<file path="src/rtl/eth_rst_pkg.sv">
// Shared types and defaults for the Ethernet PLL reset sequencer.
package eth_rst_pkg;

  // Sequencer states, in the order a clean power-up walks through them.
  typedef enum logic [1:0] {
    PLL_RST   = 2'd0,
    WAIT_LOCK = 2'd1,
    STABLE    = 2'd2,
    RUN       = 2'd3
  } eth_rst_state_t;

  localparam int DEF_PLL_RST_CYCLES      = 16;
  localparam int DEF_LOCK_TIMEOUT_CYCLES = 65536;
  localparam int DEF_LOCK_STABLE_CYCLES  = 1024;
  localparam int DEF_SYNC_STAGES         = 2;

  // Width of the saturating lock-loss counter.
  localparam int RELOCK_W = 8;

  // Largest of three cycle counts; sizes the shared state counter.
  function automatic int max3(input int a, input int b, input int c);
    int m;
    m = (a > b) ? a : b;
    m = (m > c) ? m : c;
    return m;
  endfunction

endpackage

</file>
<file path="src/rtl/cdc_sync_bit.sv">
// N-stage single-bit synchronizer with synchronous clear to 0.
module cdc_sync_bit #(
  parameter int STAGES = 2
) (
  input  logic clk,
  input  logic rst,
  input  logic d,
  output logic q
);

  logic [STAGES-1:0] sync;

  // Shift the asynchronous bit through the flop chain.
  always_ff @(posedge clk) begin
    if (rst) begin
      sync <= {STAGES{1'b0}};
    end else begin
      sync <= {sync[STAGES-2:0], d};
    end
  end

  assign q = sync[STAGES-1];

endmodule

</file>
<file path="src/rtl/rst_mgmt_eth.sv">
// Ethernet PLL reset sequencer: pulses the PLL reset, qualifies lock,
// then releases the Ethernet-domain reset request. Runs on the board clock.
module rst_mgmt_eth
  import eth_rst_pkg::*;
#(
  parameter int PLL_RST_CYCLES      = DEF_PLL_RST_CYCLES,
  parameter int LOCK_TIMEOUT_CYCLES = DEF_LOCK_TIMEOUT_CYCLES,
  parameter int LOCK_STABLE_CYCLES  = DEF_LOCK_STABLE_CYCLES,
  parameter int SYNC_STAGES         = DEF_SYNC_STAGES
) (
  input  logic                clk_in,
  input  logic                rst_in,
  input  logic                clk_locked_i,
  output logic                pll_rst_o,
  output logic                eth_rst_o,
  output logic                ready_o,
  output logic [RELOCK_W-1:0] relock_cnt_o,
  output logic                timeout_o
);

  localparam int CNT_MAX = max3(PLL_RST_CYCLES, LOCK_TIMEOUT_CYCLES, LOCK_STABLE_CYCLES);
  localparam int CNT_W   = $clog2(CNT_MAX + 1);

  localparam logic [CNT_W-1:0] CNT_ZERO    = {CNT_W{1'b0}};
  localparam logic [CNT_W-1:0] CNT_ONE     = {{(CNT_W-1){1'b0}}, 1'b1};
  localparam logic [CNT_W-1:0] PLL_LAST    = CNT_W'(PLL_RST_CYCLES - 1);
  localparam logic [CNT_W-1:0] TIMEOUT_LAST = CNT_W'(LOCK_TIMEOUT_CYCLES - 1);
  localparam logic [CNT_W-1:0] STABLE_LAST = CNT_W'(LOCK_STABLE_CYCLES - 1);

  localparam logic [RELOCK_W-1:0] RELOCK_MAX = {RELOCK_W{1'b1}};
  localparam logic [RELOCK_W-1:0] RELOCK_ONE = {{(RELOCK_W-1){1'b0}}, 1'b1};

  eth_rst_state_t   state;
  eth_rst_state_t   state_nxt;
  logic [CNT_W-1:0] cnt;
  logic             lock_s;
  logic             timeout_evt;
  logic             relock_evt;

  cdc_sync_bit #(
    .STAGES(SYNC_STAGES)
  ) u_lock_sync (
    .clk (clk_in),
    .rst (rst_in),
    .d   (clk_locked_i),
    .q   (lock_s)
  );

  // Next-state decode plus the single-cycle timeout / relock events.
  always_comb begin
    state_nxt   = state;
    timeout_evt = 1'b0;
    relock_evt  = 1'b0;
    case (state)
      PLL_RST: begin
        // Lock seen while the PLL is held in reset is meaningless; ignore it.
        if (cnt == PLL_LAST) begin
          state_nxt = WAIT_LOCK;
        end else begin
          state_nxt = PLL_RST;
        end
      end
      WAIT_LOCK: begin
        if (lock_s) begin
          state_nxt = STABLE;
        end else if (cnt == TIMEOUT_LAST) begin
          state_nxt   = PLL_RST;
          timeout_evt = 1'b1;
        end else begin
          state_nxt = WAIT_LOCK;
        end
      end
      STABLE: begin
        // Any drop restarts qualification from scratch via WAIT_LOCK.
        if (!lock_s) begin
          state_nxt = WAIT_LOCK;
        end else if (cnt == STABLE_LAST) begin
          state_nxt = RUN;
        end else begin
          state_nxt = STABLE;
        end
      end
      RUN: begin
        // A lock loss after release always gets a full PLL re-reset.
        if (!lock_s) begin
          state_nxt  = PLL_RST;
          relock_evt = 1'b1;
        end else begin
          state_nxt = RUN;
        end
      end
      default: begin
        state_nxt = PLL_RST;
      end
    endcase
  end

  // State, shared counter and next-state-decoded registered outputs.
  always_ff @(posedge clk_in) begin
    if (rst_in) begin
      state        <= PLL_RST;
      cnt          <= CNT_ZERO;
      pll_rst_o    <= 1'b1;
      eth_rst_o    <= 1'b1;
      ready_o      <= 1'b0;
      relock_cnt_o <= {RELOCK_W{1'b0}};
      timeout_o    <= 1'b0;
    end else begin
      state <= state_nxt;
      if (state_nxt != state) begin
        cnt <= CNT_ZERO;
      end else if (state == RUN) begin
        cnt <= CNT_ZERO;
      end else begin
        cnt <= cnt + CNT_ONE;
      end
      pll_rst_o <= (state_nxt == PLL_RST);
      eth_rst_o <= (state_nxt != RUN);
      ready_o   <= (state_nxt == RUN);
      if (timeout_evt) begin
        timeout_o <= 1'b1;
      end
      if (relock_evt && (relock_cnt_o != RELOCK_MAX)) begin
        relock_cnt_o <= relock_cnt_o + RELOCK_ONE;
      end
    end
  end

endmodule

</file>
<file path="config.mk">
export PLATFORM = sky130hd
export DESIGN_NAME = rst_mgmt_eth
export DESIGN_NICKNAME = d
export VERILOG_FILES = /design/src/rtl/eth_rst_pkg.sv /design/src/rtl/cdc_sync_bit.sv /design/src/rtl/rst_mgmt_eth.sv
export SDC_FILE = /design/constraint.sdc
export NUM_CORES = 1
export LEC_CHECK = 0
export CAP_MARGIN = 25
export CORE_MARGIN = 1.5
export CORE_UTILIZATION = 40
export DETAILED_ROUTE_END_ITERATION = 8
export SLEW_MARGIN = 15
export SYNTH_ARGS = -nofsm -noshare
export SYNTH_HDL_FRONTEND = slang
export SYNTH_HIERARCHICAL = 1
export SYNTH_SLANG_ARGS = --single-unit
</file>
<file path="constraint.sdc">
create_clock -name clk_in -period 7.8 [get_ports clk_in]
set_clock_uncertainty 0.2 [all_clocks]
set_input_delay 2.34 -clock clk_in [delete_from_list [all_inputs] [get_ports clk_in]]
set_output_delay 2.34 -clock clk_in [all_outputs]
set_load 0.005 [all_outputs]
</file>
==> results_dict.tcl <==
set metrics [dict create \
    p_int_uw 301 \
    powerDensity_nw_per_um2 202 \
    first_pass_iters 4 \
    crit_arrival_ps 3850 \
    netSwitchingFraction_pct 18.1 \
    grtUsageMet1_pct 19.2 \
    setup_viol 0 \
    syn_area_um2 1510 \
    dp_hpwl_mm 2.12 \
    power_frac_comb_pct 2.0 \
    hp-class "reg2reg" \
    r2r_cells 8 \
    initial_core_util_pct 41.6 \
    core_area_um2 3630 \
    max_stage_delay_ps 810 \
    yosys_warnings 6 \
    clkTransAtPathRegs_ps 70 \
    antenna_found_initial 0 \
    grt_use_met3_pct 5.38 \
    grt_pass1_vias 1226 \
    timing.final.crit_share_pct 50.3 \
    die_w_um 64.4 \
    die_h_um 64.4 \
    cts_resized 0 \
    cts_tree "built" \
    drc 0 \
    syn_inst 166 \
    num_antenna_cells 0 \
    hold_start "u_lock_sync/sync[0]" \
    fmax_ghz 0.255 \
    syn_nets 172 \
    busiest_layer "met2" \
    cts_buffer_depth 2 \
    via_per_inst 5.33 \
    fin_util_pct 49.9 \
    crit_cells 5 \
    grt_first_pass_wirelength_mm 5.32 \
    clockRootBuffer "clkbuf_8" \
    ant_nets 0 \
    critPathTopFamily "buffers and inverters" \
    end_kind "flop" \
    cp_max_fo 17 \
    fp.dieArea_um2 4150 \
    cts_buffers 5 \
    critPathKind "in2reg" \
    drt-wirelength-per-cell_um 12.8 \
    ios 15 \
    synth_cell_types 39 \
    cp-start-kind "input pin" \
    fin_setup_tns_ps 0 \
    clock_sinks 33 \
    p_clk_share_pct 51.0 \
    critPathSlowestCell "clkdlybuf4s50_1" \
    hold_depth 1 \
    cp_num_buf_inv 2 \
    ctsHoldBuffers 0 \
    final_nets 187 \
    gp_congestion 0.905 \
    p_sw_uw 66.6 \
    use_met2_pct 27.7 \
    slew_headroom_pct 54.7 \
    path_cells "clkdlybuf4s50_1 > inv_1 > o211a_1 > o31ai_4 > nor3_1" \
    grt_max_degree 18 \
    wl_mm 2.95 \
    h-tree-depth 2 \
    fin_crit_ps 3920 \
    p_leak_uw 0.000628 \
    outcome "completed" \
    grt_use_total_pct 16.3 \
    numPortBuffers 14 \
    ys_seq_area_share_pct 43.7 \
    r2r-start "cnt[3]" \
    hold_viol 0 \
    p_seq_share_pct 46.9 \
    drv_cap 0 \
    area_growth_syn_to_layout_pct 20.1 \
    required_ps 7730 \
    slew_violations 0 \
    drive_gt1_share_pct 7.14 \
    grt_setup_unrepaired "no" \
    num_rows 22 \
    gr-total-overflow 0 \
    vias 1225 \
    drt-initial-drc-count 112 \
    crit_path_start "rst_in" \
    tightest_slew_ps 680 \
    synth_area_per_cell_um2 9.10 \
    ir_drop_v 0.000105 \
    ys_ff_latch 33 \
    postCtsSetupBuffers 0 \
    worstSkewPairLatency_ps 270 \
]
## power groups by stage
stage                     Combinational, uW  Sequential, uW  Clock [uW]
after global placement                 7.05             176           0
final                                  7.51             172         187
after floorplan                        6.14             175           0
after detailed placement               7.54             176           0
after global routing                   8.40             173         201
after CTS                              7.61             172         193
## cell usage after synthesis
cell type  count  area [um^2]
o2111ai_1      2         17.5
and2_1         1         6.26
a31oi_1        1         6.26
o31ai_4        1         21.3
and3_1         3         18.8
or3_1          1         6.26
nor3b_1        2         15.0
inv_1          6         22.5
nor4_1         6         37.5
nand4bb_1      1         11.3
mux2i_1        1         10.0
xor2_1         9         78.8
nand2_1        8         30.0
a22oi_1        1         7.51
nor3_2         2         20.0
dfxtp_1       33          661
ha_1           3         37.5
clkbuf_1       5         18.8
and3b_1        1         8.76
o211a_1        1         10.0
nor2_1        23         86.3
nand3_1        8         40.0
or4_1          2         15.0
o21ai_0        4         20.0
o31ai_1        1         7.51
nand2b_1       1         6.26
nand4_1        4         25.0
o31a_1         1         8.76
o211ai_1       2         15.0
buf_6          1         11.3
or4_4          1         11.3
a21oi_1        1         5.00
xnor2_1       12          105
a221oi_1       1         8.76
nor3_1         9         45.0
nand4b_1       1         8.76
nor2b_1        4         25.0
o2111a_1       1         11.3
a22o_2         1         10.0
## path summary, 6_finish.rpt
kind                    endpoint  slack, ps
max                       cnt[3]       3880
min          u_lock_sync/sync[1]        270
max reg2reg               cnt[3]       4470
min reg2reg  u_lock_sync/sync[1]        270
## cells in the final DEF, fill, tap and decap left out, drive strengths merged, types with 4 or more instances in the layout
master	instances
clkbuf	5
clkdlybuf4s50	14
dfxtp	33
inv	6
nand2	8
nand3	8
nand4	4
nor2	23
nor2b	4
nor3	11
nor4	6
o21ai	4
xnor2	12
xor2	9
## registers in the layout, indices dropped and copies added (netlist names)
| name | cells |
|---|---|
| cnt | 17 |
| relock_cnt_o | 8 |
| state | 2 |
| u_lock_sync/sync | 2 |
| eth_rst_o | 1 |
| pll_rst_o | 1 |
| ready_o | 1 |
| timeout_o | 1 |
## routing by layer
| metal | routed length [um] | vias to the layer above |
|---|---|---|
| met2 | 1450 | 32 |
| li1 | - | 616 |
| met1 | 1390 | 573 |
| met5 | 0 | - |
| met4 | 18 | 0 |
| met3 | 101 | 4 |
## per-stage QoR
stage / worst slack (ps) / hold WS [ps] / cell area [um^2] / power, uW / cells
after floorplan: 4560 / 214 / 1510 / 181 / 166
after global placement: 3690 / 230 / 1680 / 183 / 222
after detailed placement: 3620 / 260 / 1680 / 184 / 222
after CTS: 3910 / 270 / 1810 / 373 / 230
after global routing: 3800 / 287 / 1810 / 382 / 230
final: 3880 / 269 / 1810 / 367 / 230
## logic make-up after synthesis
| kind of cell | share of synthesized area [%] |
|---|---|
| DFF | 43.7 |
| muxes | 0.663 |
| AOI/OAI and AO/OA | 9.86 |
| adders and majority gates | 2.49 |
| buffers and inverters | 3.48 |
| and+or+nand+nor | 27.6 |
| xor gates and xnor gates | 12.2 |
## final cells by class
cell class,count,area [um^2]
clock buffer,5,68.8
clock inverter,3,65.1
fill,352,1820
inverter,6,22.5
multi-input combinational,121,797
sequential,33,661
tap,48,60.1
timing repair buffer,14,140
## worst register-to-register path: stages, from the launching register on
cell and delay, ps:
dfxtp_1 400, nand4_1 330, or3_1 580, nor3_1 280, ha_1 260, nor2_1 70
a22o_2 290, o31ai_4 630, nor3_1 140
(Power assumes the default switching activity.)
==> patch, RTL diff (same settings) <==
Encoding of `eth_rst_state_t`: now one-hot (4 bits for 4 states).
--- a/src/rtl/eth_rst_pkg.sv
+++ b/src/rtl/eth_rst_pkg.sv
@@ -2,11 +2,11 @@
 package eth_rst_pkg;
 
   // Sequencer states, in the order a clean power-up walks through them.
-  typedef enum logic [1:0] {
-    PLL_RST   = 2'd0,
-    WAIT_LOCK = 2'd1,
-    STABLE    = 2'd2,
-    RUN       = 2'd3
+  typedef enum logic [3:0] {
+    PLL_RST   = 4'b0001,
+    WAIT_LOCK = 4'b0010,
+    STABLE    = 4'b0100,
+    RUN       = 4'b1000
   } eth_rst_state_t;
 
   localparam int DEF_PLL_RST_CYCLES      = 16;
Formal check against the unedited RTL: no difference found for any inputs over 10 cycles, from zero or initial values and one cycle with rst_in high; not proved beyond that.
==> patch against the original RTL <==
- total power down 8.9%
- hold slack lost 0.013 ns
- synthesized cell count rose by 9.6%
- final area increased by 5.0%
- sequential cell count up 2
- count of clock-buffer cells in the layout rose by 3
- utilization is 2.3 points lower
- worst setup slack lost 0.12 ns
- routed wire length rose by 13%
- synthesized area rose by 11%
- critical endpoint is now cnt[9]
- largest power group is now registers
- highest routed layer unchanged
==> patch: results (changes against the original RTL) <==
| Metric | Value |
|---|---|
| Xor and xnor fraction of the mapped netlist area | `0.0682 (-0.0536)` |
| Htree depth | `2 (unchanged)` |
| Async set or reset register ratio after synthesis | `0 (unchanged)` |
| Post-CTS Repair Setup Buffers | `0 (unchanged)` |
| HPWL after DPL | `2.31 mm (+9.1%)` |
| DR iter-0 viols | `97 (-13%)` |
| GRT Overall Usage | `0.166 (+0.00240)` |
| Compound-Gate Fraction of Synth Area | `0.151 (+0.0528)` |
| Worst-Margin Slew | `0.893 ns (+0.213 ns)` |
| GP Congestion | `0.775 (-14%)` |
| Worst min path class | `register to register` |
| Crit path DAT | `4.05 ns (+0.20 ns)` |
| Yosys warnings | `6 (unchanged)` |
| Hold Path Stages | `1 (unchanged)` |
| VDD IR max | `76.1 uV (-28%)` |
| Clk Latency, worst-skew pair | `0.29 ns (+0.02 ns)` |
| R2r worst-path depth | `8 (unchanged)` |
| First-pass iteration count of the detailed router | `4 (unchanged)` |
| R2R setup slack | `4.99 ns (+0.52 ns)` |
| Drt total wl | `3.33 mm (+13%)` |
| Largest cells by area after synthesis | `dfxtp_1, xor2_1, nand3_1` |
| Switching part of the total | `0.208 (+0.0264)` |
| P_leak | `0.628 nW (-0.12%)` |
| Reg clk slew, reported paths | `0.07 ns (about the same)` |
| Total CTS buffers | `5 (unchanged)` |
| Most common library cells after synthesis | `dfxtp_1, nor2_1, nand3_1` |
| Syn_nets | `188 (+9.3%)` |
| Largest registers | `cnt: 17 flops, relock_cnt_o: 8 flops, state: 4 flops` |
| Global-route wire length before repair | `5.71 mm (+7.3%)` |
| Post-CTS Resized | `0 (unchanged)` |
| Mux share of post-synthesis cell area | `0.00600 (-0.000631)` |
| Register area share after synthesis | `0.420 (-0.0177)` |
| Synth Area in Adders | `0.0225 (-0.00237)` |
| # nets final | `198 (+5.9%)` |
| Routed via count | `1346 (+9.9%)` |
| Share of cells above drive strength 1 | `0.0984 (+0.0270)` |
| Syn avg cell area | `9.17 um2 (+0.81%)` |
| # diodes | `0 (unchanged)` |
| Fillers | `378 (+7.4%)` |
| Antenna violations before repair | `0 (unchanged)` |
| Clock Root Buffer | `clkbuf_8` |
| Maximum number of pins on one net before global-route repair | `18 (unchanged)` |
| Final cell count without fillers | `243 (+5.7%)` |
| Max FO, Critical Path | `17 (unchanged)` |
| Distinct cells, synth | `43 (+10%)` |
| Status | `finished, final reports clean` |
patch: changes by cell type after synthesis, sizes merged, moves of 4 or more:
cell / change
nor2: -10
buf: +6
nand2b: +4
xnor2: -9
or3: +5
a21oi: +8
o21ai: +5
patch: critical path: stages:
cell and delay [ns]:
clkdlybuf4s50_1 0.70, a211oi_2 0.40, o311ai_4 0.33, nor3_1 0.27
patch: cell type report:
cell class	instances	area (um2)	share of cell area
multi-input cells	133	890	0.467
repair buffers	14	140	0.0736
inverters	3	11.3	0.00591
well taps	50	62.6	0.0329
flip-flops and latches	35	701	0.368
clock buffers	8	100	0.0526
patch: kinds of logic after synthesis:
| kind of cell | Yosys count |
|---|---|
| AOI/OAI and AO/OA | 33 |
| xor gates and xnor gates | 13 |
| adders and majority gates | 3 |
| buffers and inverters | 14 |
| DFF | 35 |
| muxes | 1 |
| and+or+nand+nor | 83 |
patch: metrics by stage:
stage,cell area (um2),hold slack [ns],setup slack [ns]
CTS,1900,0.259,3.75
detailed placement,1800,0.239,3.46
global route,1900,0.284,3.63
finish,1900,0.256,3.76
global placement,1800,0.224,3.57
floorplan,1670,0.214,4.46
patch: power by group through the flow:
stage               Combinational [mW]  Clock [mW]  Sequential (mW)
floorplan                      0.00745           0            0.186
finish                         0.00955       0.143            0.182
global route                    0.0105       0.154            0.182
detailed placement             0.00970           0            0.186
CTS                            0.00970       0.149            0.182
global placement               0.00908           0            0.186
patch: worst paths after layout:
path | start | to
max | rst_in | cnt[9]
max reg2reg | cnt[6] | cnt[9]
min | u_lock_sync/sync[0] | u_lock_sync/sync[1]
min reg2reg | u_lock_sync/sync[0] | u_lock_sync/sync[1]
patch: routing by layer:
metal,GRT usage,vias up,share of wire
li1,-,686,-
met1,0.194,640,0.49
met2,0.272,13,0.47
met3,0.0450,7,0.023
met4,0.0918,0,0.020
met5,0,-,0
